[src/rtl/burrito_control_if.sv]
// Instruction-memory fetch port for the Burrito sequencer: req/addr out, ack/data back.
// The master holds imem_req and imem_addr steady until imem_ack; data is valid with ack.
interface burrito_control_if #(
   parameter int AW = 8
) ();
   logic          imem_req;
   logic [AW-1:0] imem_addr;
   logic          imem_ack;
   logic [19:0]   imem_data;

   modport master (
      output imem_req,
      output imem_addr,
      input  imem_ack,
      input  imem_data
   );

   modport slave (
      input  imem_req,
      input  imem_addr,
      output imem_ack,
      output imem_data
   );
endinterface

[src/rtl/burrito_control.sv]
// Burrito instruction sequencer: fetches 20-bit words, decodes them into we/op/d1/d2/rd
// and presents each instruction to the register-bank/ALU datapath for one EXEC cycle.
module burrito_control #(
   parameter int AW    = 8,
   parameter int CNT_W = 16
) (
   input  logic                clk,
   input  logic                rst_n,
   input  logic                start,
   burrito_control_if.master   imem,
   output logic                we,
   output logic [3:0]          op,
   output logic [4:0]          d1,
   output logic [4:0]          d2,
   output logic [4:0]          rd,
   output logic [AW-1:0]       pc,
   output logic                busy,
   output logic                halted,
   output logic [CNT_W-1:0]    retired
);

   typedef enum logic [2:0] {
      IDLE,
      FETCH,
      DECODE,
      EXEC,
      HALT
   } state_t;

   state_t state;

   // The instruction register is split: op/rd/d1/d2 live directly in the output
   // registers, so only the write-enable bit needs separate storage.
   logic ir_we;
   logic ir_halt;

   assign ir_halt        = (op == 4'hF) && !ir_we;
   assign imem.imem_addr = pc;

   always_ff @(posedge clk or negedge rst_n) begin
      if (!rst_n) begin
         state         <= IDLE;
         ir_we         <= 1'b0;
         pc            <= '0;
         retired       <= '0;
         imem.imem_req <= 1'b0;
         we            <= 1'b0;
         busy          <= 1'b0;
         halted        <= 1'b0;
         op            <= '0;
         d1            <= '0;
         d2            <= '0;
         rd            <= '0;
      end else begin
         unique case (state)
            IDLE: begin
               if (start) begin
                  state         <= FETCH;
                  pc            <= '0;
                  imem.imem_req <= 1'b1;
                  busy          <= 1'b1;
               end
            end
            FETCH: begin
               if (imem.imem_ack) begin
                  state            <= DECODE;
                  {op, rd, d1, d2} <= imem.imem_data[19:1];
                  ir_we            <= imem.imem_data[0];
                  imem.imem_req    <= 1'b0;
               end
            end
            DECODE: begin
               if (ir_halt) begin
                  state  <= HALT;
                  busy   <= 1'b0;
                  halted <= 1'b1;
               end else begin
                  state <= EXEC;
                  we    <= ir_we;
               end
            end
            EXEC: begin
               state         <= FETCH;
               we            <= 1'b0;
               pc            <= pc + 1'b1;
               imem.imem_req <= 1'b1;
               if (retired != '1) begin
                  retired <= retired + 1'b1;
               end
            end
            HALT: begin
               if (start) begin
                  state         <= FETCH;
                  pc            <= '0;
                  retired       <= '0;
                  halted        <= 1'b0;
                  busy          <= 1'b1;
                  imem.imem_req <= 1'b1;
               end
            end
            default: begin
               state <= IDLE;
            end
         endcase
      end
   end

endmodule

[src/flat_wrapper.sv]
// flat-port wrapper written by rule: the top's interface ports become plain ports
module burrito_control_flat 
#(
   parameter int AW    = 8,
   parameter int CNT_W = 16
)
  (clk, rst_n, start, we, op, d1, d2, rd, pc, busy, halted, retired, imem_imem_req, imem_imem_addr, imem_imem_ack, imem_imem_data);
  burrito_control_if #(.AW(AW)) imem_i ();
  input  logic clk;
  input  logic rst_n;
  input  logic start;
  output logic we;
  output logic [3:0] op;
  output logic [4:0] d1;
  output logic [4:0] d2;
  output logic [4:0] rd;
  output logic [AW-1:0] pc;
  output logic busy;
  output logic halted;
  output logic [CNT_W-1:0] retired;
  output wire logic [$bits(imem_i.imem_req)-1:0] imem_imem_req;
  output wire logic [$bits(imem_i.imem_addr)-1:0] imem_imem_addr;
  input wire logic [$bits(imem_i.imem_ack)-1:0] imem_imem_ack;
  input wire logic [$bits(imem_i.imem_data)-1:0] imem_imem_data;
  assign imem_imem_req = imem_i.imem_req;
  assign imem_imem_addr = imem_i.imem_addr;
  assign imem_i.imem_ack = imem_imem_ack;
  assign imem_i.imem_data = imem_imem_data;
  burrito_control #(.AW(AW), .CNT_W(CNT_W)) u_core (.clk(clk), .rst_n(rst_n), .start(start), .imem(imem_i), .we(we), .op(op), .d1(d1), .d2(d2), .rd(rd), .pc(pc), .busy(busy), .halted(halted), .retired(retired));
endmodule
[config.mk]
export PLATFORM = sky130hd
export DESIGN_NAME = burrito_control_flat
export DESIGN_NICKNAME = d
export VERILOG_FILES = /design/src/rtl/burrito_control_if.sv /design/src/rtl/burrito_control.sv /design/src/flat_wrapper.sv
export SDC_FILE = /design/constraint.sdc
export NUM_CORES = 1
export LEC_CHECK = 0
export BUFFER_PORTS_ARGS = -buffer_cell sky130_fd_sc_hd__buf_2
export CAP_MARGIN = 30
export CORE_MARGIN = 4
export CORE_UTILIZATION = 50
export DETAILED_ROUTE_END_ITERATION = 8
export GPL_ROUTABILITY_DRIVEN = 0
export PLACE_DENSITY = 0.84
export REMOVE_ABC_BUFFERS = 1
export SYNTH_ARGS = -nofsm -noshare
export SYNTH_HDL_FRONTEND = slang
export SYNTH_SLANG_ARGS = --single-unit
[constraint.sdc]
create_clock -name clk -period 2.8 [get_ports clk]
set_input_delay 0.84 -clock clk [delete_from_list [all_inputs] [get_ports clk]]
set_output_delay 0.84 -clock clk [all_outputs]
set_load 0.05 [all_outputs]
---- After elaboration in Yosys (flattened, before gate mapping) ----
Cells that the tools add are included.
Widths: inputs -> output; s select.
cells by class
  $add $sub $neg .......................... 2
  reduce and logical (&&, ||, !) cells .... 18
  equality and inequality tests ........... 12
  mux-type cells .......................... 19
operators by type and width
  operator               count
  $mux 16                2
  $pmux 16 s2            1
  $add 16x1->16 const B  1
  $ne 16x16->1 const B   1
  $pmux 8 s2             1
  $pmux 3 s4             1
  $reduce_and 3->1       4
  $reduce_bool 2->1      5
  $mux 3                 3
  $add 8x1->8 const B    1
  $mux 8                 1
  $reduce_and 2->1       4
  $eq 3x2->1 const B     2
  $mux 1                 6
  $ne 2x1->1 const B     3
  $ne 2x2->1 const B     3
  $pmux 1 s2             3
  $eq 4x4->1 const B     1
  $eq 3x1->1 const B     1
  $eq 3x3->1 const B     1
  $logic_not 3->1        1
  $pmux 1 s3             1
  $reduce_bool 3->1      1
  $reduce_or 2->1        1
  2 further kinds        2
word-level totals
  word-level logic and storage cells ...... 63
  output and inout bits ................... 55
  register bits after elaboration ......... 51
  input port bits ......................... 24

---- Logic depth before layout (Yosys ltp) ----
Gate-level depths: netlist of run 1.
  depth in word-level cells ............... 4
  gate-level depth with buffers ........... 7
  mapped depth without buffers ............ 6

---- Worst setup path before layout of run 1 ----
Ideal clock, no wire load.
  path type ............................... reg2reg
  start point ............................. reg u_core.retired[0]
  end point ............................... reg u_core.retired[1]
  path buffers ............................ 1
  period minus slack after synthesis ...... 2.260 ns
  setup slack ............................. 0.540 ns
  cell stages (with the launch flop) ...... 7
  library setup time ...................... 0.125 ns
  arrival time ............................ 2.135 ns
  data required time ...................... 2.675 ns
  cells stage by stage .................... dfrtp_1 > ha_1 > nand4_1 > nor4_4 > nand2b_1 > buf_6 > mux2_2
on the way
  cells in the longest elaborated chain, start to end .. 3
  elaborated cells between the ends (all ways) .. 6
  classes of those cells .................. 1 x add/sub; 2 x eq/ne; 2 x mux; 1 x reduce/logical
RTL lines
  element                                          line                                          text
  from (decl)                                      burrito_control.sv:19                         output logic [CNT_W-1:0] retired
  from (signal assigned)                           burrito_control.sv:88                         retired <= retired + 1'b1;
  $add 16x1->16 or $ne 16x16->1 (tied branches)    burrito_control.sv:88, burrito_control.sv:87
  $mux 16 or $ne 2x1->1 (tied branches)            -
  $pmux 16 s2 or $reduce_and 3->1 (tied branches)  -
Parallel ways exist; a longest one is shown, timed or not. The select of a mux whose other input is x is not followed.
A chain may end at the register's enable or synchronous reset.

---- Final worst setup path of run 1 ----
Same ends and word-level chain as after synthesis.

==> results.md, run 1 <==
* Outcome: completed
* Cts hold-fix bufs at 0
* Area Growth Syn to Fin at 21.2%
* EDFF count, synth at 0
* Slew @ Worst Pin at ~0.76 ns
* Iteration count of the initial detailed-routing pass at 4
* Crit Reg-Reg Startpoint: u_core.retired[0]
* Number of gates resized after CTS at 0
* Worst Setup SP: u_core.retired[0]
* Vias in the first global route at 2028
* WL/cell at between 10 and 15 µm
* Starting DRT DRC Count at 80
* H-tree depth at 2
* Crit end category: register
* HPWL after DPL at between 4000 and 5000 µm
* Final period util at between 70% and 80%
* Core area at around 4700 µm²
* Clock Latency Late Sink at around 0.30 ns
* Crit path DAT at about 2.4 ns
* Initial antenna violation count at 0
* DRC errors left at 0
* Clock Root Buffer: clkbuf_8
* Post-layout util at between 60% and 70%
* Setup WS post-layout at 0.603 ns
* Die height at approximately 78 µm
* Placed insts at ~360
* Power Dens Cells at roughly 1200 nW/µm²
* Cell variety after synth at 40
* Number of I/O port buffers at just under 80
* Largest net degree at the start of global routing at 21
* Layout Nets at about 330
* Vias per cell at 5.39
* Total inserted antenna cells at 0
* Drt total wl at about 5500 µm
* Final hold violations at 0
* Final setup viols at 0
* # IOs at 79
* Hold Crit Class: input pin to async pin
* Crit-path max FO at 12
* Clock Tree Buf Depth at 2
* Leak at 1.37 nW
* Pre-CTS setup slack at 0.607 ns
* Sink Count at slightly above 50
* Slew HR at roughly half
* CP Launch Type: register
* Row count at 25
* Layout cell share with drive strength beyond 1 at about 38%
* Critical Path End: u_core.retired[1]
* Critical Path RT at 3.00 ns
* Worst hold slack at around 0.46 ns
* Worst vdd ir at 968 µV
* GRT Total Usage at 19.6%
* Sequential element share of the synthesized area at roughly 52%
* Asr flop ratio synth at between 90% and 100%
* Cts bufs inserted at 5
* Maxcap violations at 0
* First-pass GRT wire length at ~9500 µm
* Synthesized instance count at around 230
* R2R depth at 5
* RSZ-0062 raised after global routing: no
* Netlist Area Pre-Place at between 2000 and 2500 µm²
* Via count at around 2000
* Grt ovf at 0
* Die area at around 6100 µm²
* Final Non-Filler Cells at 370
* Post-Route Setup TNS at 0 ns
* Peak Freq at around 0.46 GHz
* Yosys warnings at 0
* DRT antenna net count at 0
* #FFs+latches synth at 51
* CTS tree: done
* Skew final at 0.00540 ns
* Max-slew violations at 0
* Starting Density at 51.8%
* Setup Buffers After CTS at 0
* DIE WIDTH at about 78 µm
* Reg clk slew, reported paths at 0.09 ns
* Period minus WS final at 2.20 ns
* Main synth FF type: dfrtp_1
* Worst r2r dst: u_core.retired[1]
* Syn avg cell area at between 10 and 15 µm²
* Flop-to-flop setup slack at ~0.60 ns
* Kind of critical path: register to register
cell type report:
class | instances | area, µm²
Sequential cell | 51 | 1280
Clock inverter | 3 | 67.6
Clock buffer | 5 | 68.8
Inverter | 4 | 15.0
Timing Repair Buffer | 82 | 420
Multi-Input combinational cell | 158 | 1030
Fill cell | 385 | 1760
Tap cell | 67 | 83.8
cells by family after synthesis:
group	Yosys count	share of synthesized area, %
xor gates and xnor gates	5	1.79
and+or+nand+nor	83	17.7
adders and majority gates	2	1.02
muxes	21	9.67
buffers and inverters	22	5.78
AOI/OAI and AO/OA	47	11.9
DFF	51	52.2
how the worst min path moves through the flow:
stage | startpoint | to | cells after the start
2_1_floorplan | u_core.ir_we | u_core.ir_we | 1
3_3_place_gp | u_core.d1[3] | u_core.d1[3] | 1
3_5_place_dp | u_core.busy | u_core.busy | 1
4_1_cts | rst_n | u_core.retired[13] | 1
5_1_grt | rst_n | u_core.retired[14] | 1
6_report | rst_n | u_core.rd[3] | 1
flip-flops by register name (all words and copies together), names as in the netlist:
| signal | flops |
|---|---|
| u_core.op | 4 |
| u_core.state | 3 |
| u_core.d2 | 5 |
| u_core.retired | 16 |
| u_core.imem.imem_addr | 8 |
| u_core.busy | 1 |
| u_core.rd | 5 |
| u_core.we | 1 |
| u_core.d1 | 5 |
| u_core.halted | 1 |
| u_core.ir_we | 1 |
| u_core.imem.imem_req | 1 |
routing by layer:
metal	routed length, µm	track usage [%]	vias to the layer above	share of wire [%]
li1	-	-	964	-
met1	2250	23.8	939	41
met2	2660	32.8	84	48
met3	546	6.96	7	9.9
met4	67	5.59	0	1.2
met5	0	0	-	0
power breakdown:
| part | switching (mW) | total [mW] | internal, mW |
|---|---|---|---|
| Combinational | 1.30 | 1.78 | 0.480 |
| Sequential | 0.241 | 1.23 | 0.985 |
| Clock | 0.243 | 0.599 | 0.356 |
| Total | 1.79 | 3.61 | 1.82 |
worst max-delay path, cell delays in order (launching register included):
cell,delay (ns)
dfrtp_1,0.41
ha_1,0.27
nand4_1,0.20
nor4_4,0.36
nand2b_1,0.45
mux2_2,0.39
Yosys cell counts, types with 5 or more instances:
library cell | number | area, µm²
nor3_1 | 6 | 30.0
nand4_1 | 5 | 31.3
or3_1 | 6 | 37.5
nor2_1 | 15 | 56.3
o21ai_1 | 5 | 25.0
buf_2 | 5 | 25.0
nand2_1 | 22 | 82.6
a21oi_1 | 9 | 45.0
o21ai_0 | 15 | 75.1
nand3_1 | 13 | 65.1
buf_4 | 8 | 60.1
dfrtp_1 | 51 | 1280
mux2_2 | 21 | 236
metrics by stage:
stage / area, µm² / total power, mW
finish: 2970 / 3.61
global route: 2970 / 3.81
CTS: 2970 / 3.63
detailed placement: 2830 / 3.03
global placement: 2830 / 2.98
floorplan: 2320 / 2.55
cells in the final DEF, fill, tap and decap left out, types with 2 or more instances in the layout:
cell       count
buf_2         78
dfrtp_1       51
nand2_1       22
mux2_2        21
nor2_1        15
o21ai_0       15
nand3_1       13
a21oi_1        9
nor3_1         6
or3_1          6
nand4_1        5
o21ai_1        5
clkbuf_8       5
inv_1          4
buf_4          4
nand2b_1       3
nor3b_1        3
a31oi_1        3
o31ai_1        3
xor2_1         3
and3_1         2
a21o_1         2
and4_1         2
a22oi_1        2
xnor2_1        2
ha_1           2
bufinv_16      2
(Power assumes the default switching activity.)
==> run 2: changes to the inputs <==
Settings changed: ABC_AREA set to 1, PLACE_DENSITY 0.84 to 0.83.
Clock period 2.8 ns to 2.15 ns, I/O delays scaled along.
==> results.md, run 2 <==
* Largest cells by area after synthesis: dfrtp_1 (51%), nand2_1 (9.1%), mux2_2 (8.0%)
* GRT Total Usage at 18.6%
* Slew HR at between 60% and 70%
* Largest net degree at the start of global routing at 33
* Clock Tree Buf Depth at 2
* DRC errors left at 0
* Reg with most FFs: u_core.retired
* Number of I/O port buffers at slightly below 80
* CP max stage cell: dfrtp_1
* Total inserted antenna cells at 0
* Via count at about 2100
* Flop-to-flop setup slack at around 0.38 ns
* Reg power frac at approximately a third
* Maxcap violations at 0
* CP dominant cell by count: nand2_2
* Max-slew violations at 0
* Critical path's largest stage delay at around 0.44 ns
* Final period util at slightly above 80%
* Hold Crit Class: input pin to async pin
* Number of gates resized after CTS at 0
* # IOs at between 70 and 80
* Worst vdd ir at 1120 µV
* Post-Route Setup TNS at 0 ns
* Yosys top cell by area: dfrtp_1
* Cts hold-fix bufs at 0
* Int Pwr at between 2 and 2.5 mW
* Syn avg cell area at roughly 8.9 µm²
* Clock Root Buffer: clkbuf_8
* Setup Buffers After CTS at 0
* Critical Path RT at ~2.3 ns
* Starting DRT DRC Count at between 100 and 150
* Row count at 25
* Grt ovf at 0
* Worst hold slack at 0.293 ns
* Sequential element share of the synthesized area at 50.6%
* Core area at around 4800 µm²
* Most common cell after layout, fill and taps aside: buf_2
* Asr flop ratio synth at 100%
* Switching power at ~2.5 mW
* Iteration count of the initial detailed-routing pass at 4
* Vias in the first global route at a little over 2000
* Die height at ~79 µm
* Power Dens Cells at 1600 nW/µm²
* Leak at ~1.6 nW
* #FFs+latches synth at ~50
* Crit end category: register
* Die area at approximately 6200 µm²
* Cell variety after synth at 28
* Slew @ Worst Pin at roughly 0.49 ns
* Drt total wl at 5480 µm
* Skew final at 0.00843 ns
* Final setup viols at 0
* Clock Latency Late Sink at approximately 0.31 ns
* RSZ-0062 raised after global routing: no
* WL/cell at ~13 µm
* Worst path bufs/invs at 1
* CP cell instances: ha_1 -> nand2_2 -> nor2_4 -> nand2_2 -> o21ai_4 -> inv_1 -> nand2_1 -> o21ai_1
* Worst r2r dst: u_core.retired[14]
* Final hold violations at 0
* Most frequent cell after synthesis: nand2_1
* First-pass GRT wire length at approximately 9000 µm
* Yosys warnings at 0
* Main synth FF type: dfrtp_1
* Outcome: completed
* CP Launch Type: register
* Top cell type's share of synthesized area at just over 50%
* Post-synth top cells: nand2_1 (61), dfrtp_1 (51), nor2_1 (34)
* Clock power share at roughly 16%
* HPWL after DPL at roughly 4200 µm
* Cts bufs inserted at 5
* Switching Share at between 50% and 60%
* Reg clk slew, reported paths at approximately 0.09 ns
* Initial antenna violation count at 0
* Max FFs per register at 16
* Netlist Area Pre-Place at about 2500 µm²
* Crit path DAT at 1.96 ns
* Vias per cell at approximately 5.0
* Crit Reg-Reg Startpoint: u_core.retired[1]
* Synthesized instance count at 282
* CTS tree: done
* Crit-path max FO at 11
* Commonest cells after routing, fill and taps aside: buf_2 (78), nand2_1 (61), dfrtp_1 (51)
* Layout Nets at between 300 and 400
* Peak Freq at ~0.57 GHz
* Period minus WS final at 1.77 ns
* Starting Density at between 50% and 60%
* R2R depth at 8
* Sink Count at 51
* DRT antenna net count at 0
* Layout cell share with drive strength beyond 1 at roughly a third
* Area Growth Syn to Fin at 22.2%
* H-tree depth at 2
* Kind of critical path: register to register
* EDFF count, synth at 0
* Comb pwr share at 52.1%
* DIE WIDTH at about 79 µm
* Cell family with most CP delay: flip-flops
[run 2: cell types whose count changed after synthesis, sizes merged, moves of 4 or more]
cell | previous run | this run
nand2 | 22 | 66
nor2 | 15 | 37
inv | 4 | 25
nand3 | 13 | 23
or3 | 6 | 0
buf | 16 | 12
nor3b | 4 | 0
o21ai | 20 | 16
[run 2: routing by layer]
layer	wire length, µm	global-route usage (%)
met5	0	0
met4	57	6.87
met3	378	4.99
met2	2710	31.7
met1	2340	22.6
[run 2: worst max path at each step]
stage / start / end / depth (start not counted)
floorplan: u_core.retired[1] / u_core.retired[14] / 8
global placement: start / u_core.retired[8] / 7
detailed placement: start / u_core.retired[11] / 7
CTS: u_core.retired[1] / u_core.retired[11] / 8
global route: u_core.retired[1] / u_core.retired[5] / 8
finish: u_core.retired[1] / u_core.retired[14] / 8
[run 2: final cells by class]
| type | count | area [µm²] |
|---|---|---|
| clock inverter | 2 | 60.1 |
| sequential | 51 | 1280 |
| multi-input combinational | 193 | 1060 |
| timing repair buffer | 82 | 433 |
| tap | 67 | 83.8 |
| inverter | 26 | 97.6 |
| fill | 427 | 1740 |
| clock buffer | 6 | 72.6 |
[run 2: power groups by stage]
| stage | combinational [mW] | clock (mW) | sequential [mW] |
|---|---|---|---|
| floorplan | 0.755 | 0 | 2.79 |
| global placement | 2.54 | 0 | 1.58 |
| detailed placement | 2.59 | 0 | 1.60 |
| CTS | 2.60 | 0.795 | 1.59 |
| global route | 2.75 | 0.833 | 1.64 |
| finish | 2.57 | 0.776 | 1.59 |
[run 2: per-stage QoR]
stage	std cells	util, %	power [mW]	setup slack (ns)	cell area (µm²)
floorplan	270	-	3.55	0.148	2430
global placement	419	61.2	4.12	0.451	2950
detailed placement	419	61.2	4.19	0.380	2950
CTS	427	63.9	4.98	0.391	3080
global route	427	63.9	5.23	0.250	3080
finish	427	63.9	4.94	0.383	3080
[run 2: cell families after synthesis]
| logic type | count (synthesis) | share of synthesized area (%) |
|---|---|---|
| flip-flops | 51 | 50.6 |
| multiplexers | 18 | 8.04 |
| adder cells (fa/ha/maj) | 2 | 0.993 |
| AND/OR/NAND/NOR | 136 | 23.5 |
| XOR/XNOR | 8 | 2.78 |
| AO/OA/AOI/OAI | 29 | 6.55 |
| buffers and inverters | 38 | 7.45 |
[run 2: worst reg2reg max path: stages (launching register included)]
cell	delay, ns
dfrtp_1	0.44
ha_1	0.21
nand2_2	0.10
nor2_4	0.11
nand2_2	0.10
o21ai_4	0.33
inv_1	0.20
nand2_1	0.11
o21ai_1	0.06
